`src/rtl/axi_riscv_atop_write_gate.sv`:
```
// AW-channel ordering gate: regular writes pass freely up to a limit, an atomic
// waits for all earlier write responses and then runs alone until its responses return.
module axi_riscv_atop_write_gate #(
    parameter int unsigned AXI_ID_WIDTH       = 4,
    parameter int unsigned AXI_MAX_WRITE_TXNS = 8,
    localparam int unsigned CNT_W             = $clog2(AXI_MAX_WRITE_TXNS + 1)
) (
    input  logic                    clk_i,
    input  logic                    rst_i,
    input  logic                    slv_aw_valid_i,
    output logic                    slv_aw_ready_o,
    input  logic [5:0]              slv_aw_atop_i,
    input  logic [AXI_ID_WIDTH-1:0] slv_aw_id_i,
    output logic                    mst_aw_valid_o,
    input  logic                    mst_aw_ready_i,
    input  logic                    b_valid_i,
    input  logic                    b_ready_i,
    input  logic                    r_valid_i,
    input  logic                    r_ready_i,
    input  logic                    r_last_i,
    input  logic [AXI_ID_WIDTH-1:0] r_id_i,
    output logic                    busy_o,
    output logic [CNT_W-1:0]        cnt_o,
    output logic                    err_o
);

    if (AXI_MAX_WRITE_TXNS < 1) begin : g_bad_max
        $fatal(1, "AXI_MAX_WRITE_TXNS must be at least 1");
    end

    typedef enum logic [1:0] {
        IDLE,
        DRAIN,
        ISSUE,
        WAIT_RESP
    } state_e;

    localparam logic [CNT_W-1:0] MAX_CNT = CNT_W'(AXI_MAX_WRITE_TXNS);

    state_e                  state_q;
    logic [CNT_W-1:0]        cnt_q;
    logic [AXI_ID_WIDTH-1:0] atop_id_q;
    logic                    need_r_q;
    logic                    b_done_q;
    logic                    r_done_q;
    logic                    err_q;

    logic is_atop, cnt_zero, cnt_full;
    logic fwd, aw_hs, b_hs, r_end;
    logic cnt_phase, cnt_inc, cnt_dec, cnt_err;
    logic b_done_n, r_done_n, resp_done, dup_b, drain_drop;

    assign is_atop  = (slv_aw_atop_i != 6'd0);
    assign cnt_zero = (cnt_q == '0);
    assign cnt_full = (cnt_q == MAX_CNT);

    // AW handshake is passed straight through when open; reset forces it shut.
    always_comb begin
        fwd = 1'b0;
        case (state_q)
            IDLE:    fwd = slv_aw_valid_i & ~is_atop & ~cnt_full;
            ISSUE:   fwd = 1'b1;
            default: fwd = 1'b0;
        endcase
        if (rst_i) fwd = 1'b0;
    end

    assign mst_aw_valid_o = fwd & slv_aw_valid_i;
    assign slv_aw_ready_o = fwd & mst_aw_ready_i;

    assign aw_hs = mst_aw_valid_o & mst_aw_ready_i;
    assign b_hs  = b_valid_i & b_ready_i;
    assign r_end = r_valid_i & r_ready_i & r_last_i & (r_id_i == atop_id_q);

    // Only regular bursts are tracked; the atomic's B is consumed in WAIT_RESP.
    assign cnt_phase = (state_q == IDLE) || (state_q == DRAIN);
    assign cnt_inc   = aw_hs & (state_q == IDLE);
    assign cnt_dec   = b_hs & cnt_phase & ~cnt_zero;
    assign cnt_err   = b_hs & cnt_phase & cnt_zero;

    assign b_done_n   = b_done_q | b_hs;
    assign r_done_n   = r_done_q | r_end;
    assign resp_done  = b_done_n & (r_done_n | ~need_r_q);
    assign dup_b      = (state_q == WAIT_RESP) & b_hs & b_done_q;
    assign drain_drop = (state_q == DRAIN) & ~slv_aw_valid_i;

    always_ff @(posedge clk_i) begin
        if (rst_i) begin
            state_q   <= IDLE;
            cnt_q     <= '0;
            atop_id_q <= '0;
            need_r_q  <= 1'b0;
            b_done_q  <= 1'b0;
            r_done_q  <= 1'b0;
            err_q     <= 1'b0;
        end else begin
            err_q <= cnt_err | dup_b | drain_drop;

            case ({cnt_inc, cnt_dec})
                2'b10:   cnt_q <= cnt_q + CNT_W'(1);
                2'b01:   cnt_q <= cnt_q - CNT_W'(1);
                default: cnt_q <= cnt_q;
            endcase

            case (state_q)
                IDLE: begin
                    if (slv_aw_valid_i && is_atop) state_q <= DRAIN;
                end
                DRAIN: begin
                    // A withdrawn atomic request is a protocol violation; abandon it.
                    if (!slv_aw_valid_i) state_q <= IDLE;
                    else if (cnt_zero)   state_q <= ISSUE;
                end
                ISSUE: begin
                    if (aw_hs) begin
                        atop_id_q <= slv_aw_id_i;
                        need_r_q  <= slv_aw_atop_i[5];
                        b_done_q  <= 1'b0;
                        r_done_q  <= 1'b0;
                        state_q   <= WAIT_RESP;
                    end
                end
                WAIT_RESP: begin
                    b_done_q <= b_done_n;
                    r_done_q <= r_done_n;
                    if (resp_done) state_q <= IDLE;
                end
                default: state_q <= IDLE;
            endcase
        end
    end

    assign busy_o = (state_q != IDLE);
    assign cnt_o  = cnt_q;
    assign err_o  = err_q;

endmodule

```
`config.mk`:
```
export PLATFORM = sky130hd
export DESIGN_NAME = axi_riscv_atop_write_gate
export DESIGN_NICKNAME = d
export VERILOG_FILES = /design/src/rtl/axi_riscv_atop_write_gate.sv
export SDC_FILE = /design/constraint.sdc
export NUM_CORES = 1
export LEC_CHECK = 0
export CELL_PAD_IN_SITES_DETAIL_PLACEMENT = 0
export CELL_PAD_IN_SITES_GLOBAL_PLACEMENT = 1
export CORE_UTILIZATION = 35
export CTS_BUF_LIST = sky130_fd_sc_hd__clkbuf_8
export CTS_CLUSTER_SIZE = 10
export DETAILED_ROUTE_END_ITERATION = 8
export PLACE_DENSITY_LB_ADDON = 0.12
export SLEW_MARGIN = 5
export SYNTH_ARGS = -nofsm -noshare
export SYNTH_HDL_FRONTEND = slang
export SYNTH_SLANG_ARGS = --single-unit
```
`constraint.sdc`:
```
create_clock -name clk_i -period 5.35 [get_ports clk_i]
set_input_delay 1.07 -clock clk_i [delete_from_list [all_inputs] [get_ports clk_i]]
set_output_delay 1.07 -clock clk_i [all_outputs]
set_load 0.01 [all_outputs]
```
After elaboration in Yosys (flattened, before gate mapping)
Index checks and enable logic that the tools add are counted.

Register bits after elaboration: 14. Output and inout port bits: 8. Word-level logic and storage cells: 70.

Add/subtract/negate cells: 2. Equal/unequal tests: 11. Muxes and demuxes: 12. Bitwise gates (word level): 27. Reduce and logical (&&, ||, !) cells: 11.

Operators by type and width (number): $and 1x1->1 (17); $mux 2 (5); $pmux 2 s4 (1); $pmux 4 s2 (1); $eq 2x2->1 const B (3); $pmux 1 s2 (3); $reduce_bool 2->1 (3); $reduce_bool 6->1 (1); $not 1->1 (5); $or 1x1->1 (5); $add 4x1->4 const B (1); $eq 2x1->1 const B (2); $eq 4x4->1 (1); $eq 4x4->1 const B (1); $logic_not 4->1 (1); $ne 2x2->1 const B (2); $reduce_and 2->1 (2); $reduce_and 4->1 (1); $sub 4x1->4 const B (1); $ne 3x3->1 const B (1); $logic_not 2->1 (1); $mux 1 (2); $ne 2x1->1 const B (1); $logic_and 1x1->1 (1); $logic_or 1x1->1 (1).

Logic depth before layout (Yosys ltp)
Word-level depth: 11. Depth in mapped cells: 11.

Worst setup path after synthesis
No wires, ideal clock.

Path kind: input to output. From: input port slv_aw_atop_i[5]. To: output port slv_aw_ready_o. Arrival: 2.395 ns. Required time: 4.280 ns. Setup slack: 1.885 ns. Cell stages on the path: 4. Path through: or4_4 > a2111oi_4 > a21oi_2 > nor4b_2.

Cells in the longest elaborated chain, start to end: 7.

Ends and longest elaborated chain: from (decl) (RTL line 12) `input logic [5:0] slv_aw_atop_i,`; $reduce_bool 6->1 (RTL line 53) `assign is_atop = (slv_aw_atop_i != 6'd0);`; $not 1->1 (RTL line 61) `IDLE: fwd = slv_aw_valid_i & ~is_atop & ~cnt_full;`; $and 1x1->1 (2 in series) (RTL line 61); $pmux 1 s2 (RTL line 60) `case (state_q)`; $mux 1 (RTL line 65) `if (rst_i) fwd = 1'b0;`; $and 1x1->1 (RTL line 69) `assign slv_aw_ready_o = fwd & mst_aw_ready_i;`; to (decl) (RTL line 11) `output logic slv_aw_ready_o,`.

No other way between the ends.

Worst setup path after layout
Ends and elaborated chain as after synthesis.

==> flow_metrics.tcl <==
set metrics [dict create \
    fin_crit_sh_pct 83.1 \
    wl_per_cell_um 12.3 \
    wl_um 1860 \
    syn_area_um2 851 \
    skew_ps 3.59 \
    die_h_um 51.3 \
    antenna_found_initial 0 \
    path_buf_inv 2 \
    p_sw_mw 0.0605 \
    cts_setup_buffers 0 \
    rsz0062_at_grt "false" \
    synth-seq-area-share_pct 32.9 \
    viasPerCell 5.27 \
    cts_made_buffers 3 \
    cap_violations 0 \
    hold_path_class "flop to flop" \
    pre_cts_ws_ps 891 \
    setup_viol 0 \
    syn_avg_cell_area_um2 8.96 \
    setup_ws_ps 902 \
    cp.arrival_ps 3380 \
    p_comb_share_pct 16.9 \
    dr.pass1.iters 4 \
    grt.total_usage_pct 16.8 \
    gp_congestion 0.765 \
    r2r_slack_ps 2770 \
    grt_pass1_vias 757 \
    coreArea_mm2 0.00225 \
    cpPeakStageDelay_ps 580 \
    antenna_left 0 \
    crit_path_end_kind "primary output" \
    root_buffer "clkbuf_8" \
    seq_power_share_pct 43.4 \
    grt_pass1_wl_um 3240 \
    htree_levels 1 \
    period_minus_slack_ps 4450 \
    cts_resized 0 \
    vdd_drop_max_mv 0.167 \
    start_kind "primary input" \
    area_growth_pct 43.5 \
    syn_inst 95 \
    clkSinkCount 14 \
    p_sw_share_pct 23.2 \
    slew_violations 0 \
    final_common_cell "clkdlybuf4s50_1" \
    path_cells "clkdlybuf4s50_1, or4_4, a2111oi_4, a21oi_2, nor4b_2, clkdlybuf4s50_1" \
    clockPowerShare_pct 39.7 \
    rows 17 \
    hold_viol 0 \
    p_leak_nw 0.427 \
    grt_max_degree 18 \
    ys_ff_latch 14 \
    fmax_mhz 225 \
    clk_latency_ps 240 \
    postCtsHoldBufs 0 \
    io_buffers 30 \
    clk_pin_slew_ps 60 \
    die_w_um 51.3 \
    max-slew-margin-rel_pct 56.1 \
    crit_path_frequent_cell "clkdlybuf4s50_1" \
    syn_nets 121 \
    powerDensity_mw_per_mm2 214 \
    cts_tree "built" \
    worst_slew_pin_slew_ps 656 \
    die_area_mm2 0.00263 \
    grt_overflow 0 \
    start_util_pct 37.7 \
    clockBufferDepth 2 \
    worstPathRequired_ps 4280 \
    crit_fanout 3 \
    intPower_mw 0.201 \
    outcome "finished, final reports clean" \
    path_delay_family "buffers and inverters" \
    ys_types 36 \
    synth_warnings 0 \
    hpwl_um 1420 \
    final_cell_mix "30 x clkdlybuf4s50_1, 14 x nor2_1, 14 x dfxtp_1, 6 x mux2i_1" \
    dr_total_vias 801 \
    drc 0 \
    drt_iter0_markers 16 \
    pin_count 31 \
    drive_above_1_share_pct 8.87 \
    crit_type "primary input to primary output" \
    n_antenna_cell 0 \
    nets 151 \
    crit_path_top_delay_cell "clkdlybuf4s50_1" \
    setup-tns-final_ps 0 \
]
## cell type report
class                           instances  area [um2]
Fill cell                             237        1030
Sequential cell                        14         280
Inverter                                1        3.75
Multi-Input combinational cell         75         547
Timing Repair Buffer                   30         300
Tap cell                               28        35.0
Clock buffer                            4        55.1
## worst paths after layout
| path | from | to | cells after the start |
|---|---|---|---|
| worst max-delay path | slv_aw_atop_i[5] | slv_aw_ready_o | 6 |
| worst min-delay path | r_done_q | r_done_q | 1 |
| worst max register to register | cnt_o[0] | cnt_o[2] | 9 |
| worst min register to register | r_done_q | r_done_q | 1 |
## logic make-up after synthesis
family / share of synthesized area [%]
DFF: 32.9
and+or+nand+nor: 27.9
xor gates and xnor gates: 7.21
buffers and inverters: 2.79
adders and majority gates: 4.41
AOI/OAI and AO/OA: 16.3
muxes: 8.38
## stage by stage
stage | hold slack (ps) | cells | total power, mW | cell area (um2) | utilization [%]
3_3_place_gp | 457 | 148 | 0.160 | 1170 | 51.7
3_5_place_dp | 474 | 148 | 0.160 | 1170 | 51.7
6_report | 484 | 152 | 0.261 | 1220 | 54.2
2_1_floorplan | 441 | 95 | 0.134 | 851 | -
5_1_grt | 521 | 152 | 0.275 | 1220 | 54.2
4_1_cts | 488 | 152 | 0.265 | 1220 | 54.2
## power groups by stage
| stage | clock network [mW] | registers, mW | logic [mW] |
|---|---|---|---|
| after floorplan | 0 | 0.111 | 0.0233 |
| after global placement | 0 | 0.115 | 0.0446 |
| after detailed placement | 0 | 0.115 | 0.0445 |
| after CTS | 0.107 | 0.113 | 0.0447 |
| after global routing | 0.112 | 0.114 | 0.0490 |
| final | 0.104 | 0.113 | 0.0443 |
## metal layers
metal	global-route usage, %	vias to the layer above	share of wire [%]
li1	-	403	-
met1	18.8	370	44
met2	29.6	24	49
met3	5.65	4	6.2
met4	5.41	0	0.81
met5	0	-	0
## registers in the layout, indices dropped and copies added (netlist names), named ones only
register	cells
err_o	1
state_q	1
r_done_q	1
b_done_q	1
need_r_q	1
atop_id_q	4
cnt_o	4
## cell usage after synthesis, drive strengths merged
| master | n | share of area, % |
|---|---|---|
| nand2b | 4 | 2.9 |
| nor4b | 1 | 1.8 |
| xor2 | 4 | 4.1 |
| xnor2 | 3 | 3.1 |
| nor2 | 14 | 6.2 |
| mux2i | 6 | 7.1 |
| a211oi | 1 | 0.88 |
| a31oi | 2 | 1.5 |
| o21ai | 1 | 0.59 |
| a21oi | 5 | 3.4 |
| clkbuf | 4 | 1.8 |
| nand2 | 3 | 1.3 |
| a311oi | 1 | 1.0 |
| nor4 | 3 | 2.9 |
| nor3 | 2 | 1.2 |
| a2111oi | 1 | 3.2 |
| buf | 1 | 0.59 |
| o21a | 2 | 1.8 |
| mux2 | 1 | 1.3 |
| inv | 1 | 0.44 |
| nand3 | 2 | 1.2 |
| or3 | 3 | 2.2 |
| ha | 3 | 4.4 |
| o21bai | 1 | 0.88 |
| a2bb2oi | 1 | 1.0 |
| o221ai | 1 | 1.0 |
| or4 | 2 | 2.2 |
| nand3b | 2 | 1.8 |
| or2 | 1 | 0.74 |
| a32oi | 1 | 1.0 |
| nand4b | 2 | 2.1 |
| dfxtp | 14 | 33 |
| nor2b | 2 | 1.5 |
## worst register-to-register path: stages, from the launching register on
cell     delay (ps)
dfxtp_1         380
nor4_1          610
nor3_1          190
ha_1            310
xor2_1          160
ha_1            180
a21oi_1         140
xor2_1           90
or3_1           310
a21oi_1         140
Power figures use the tool's default switching activity.
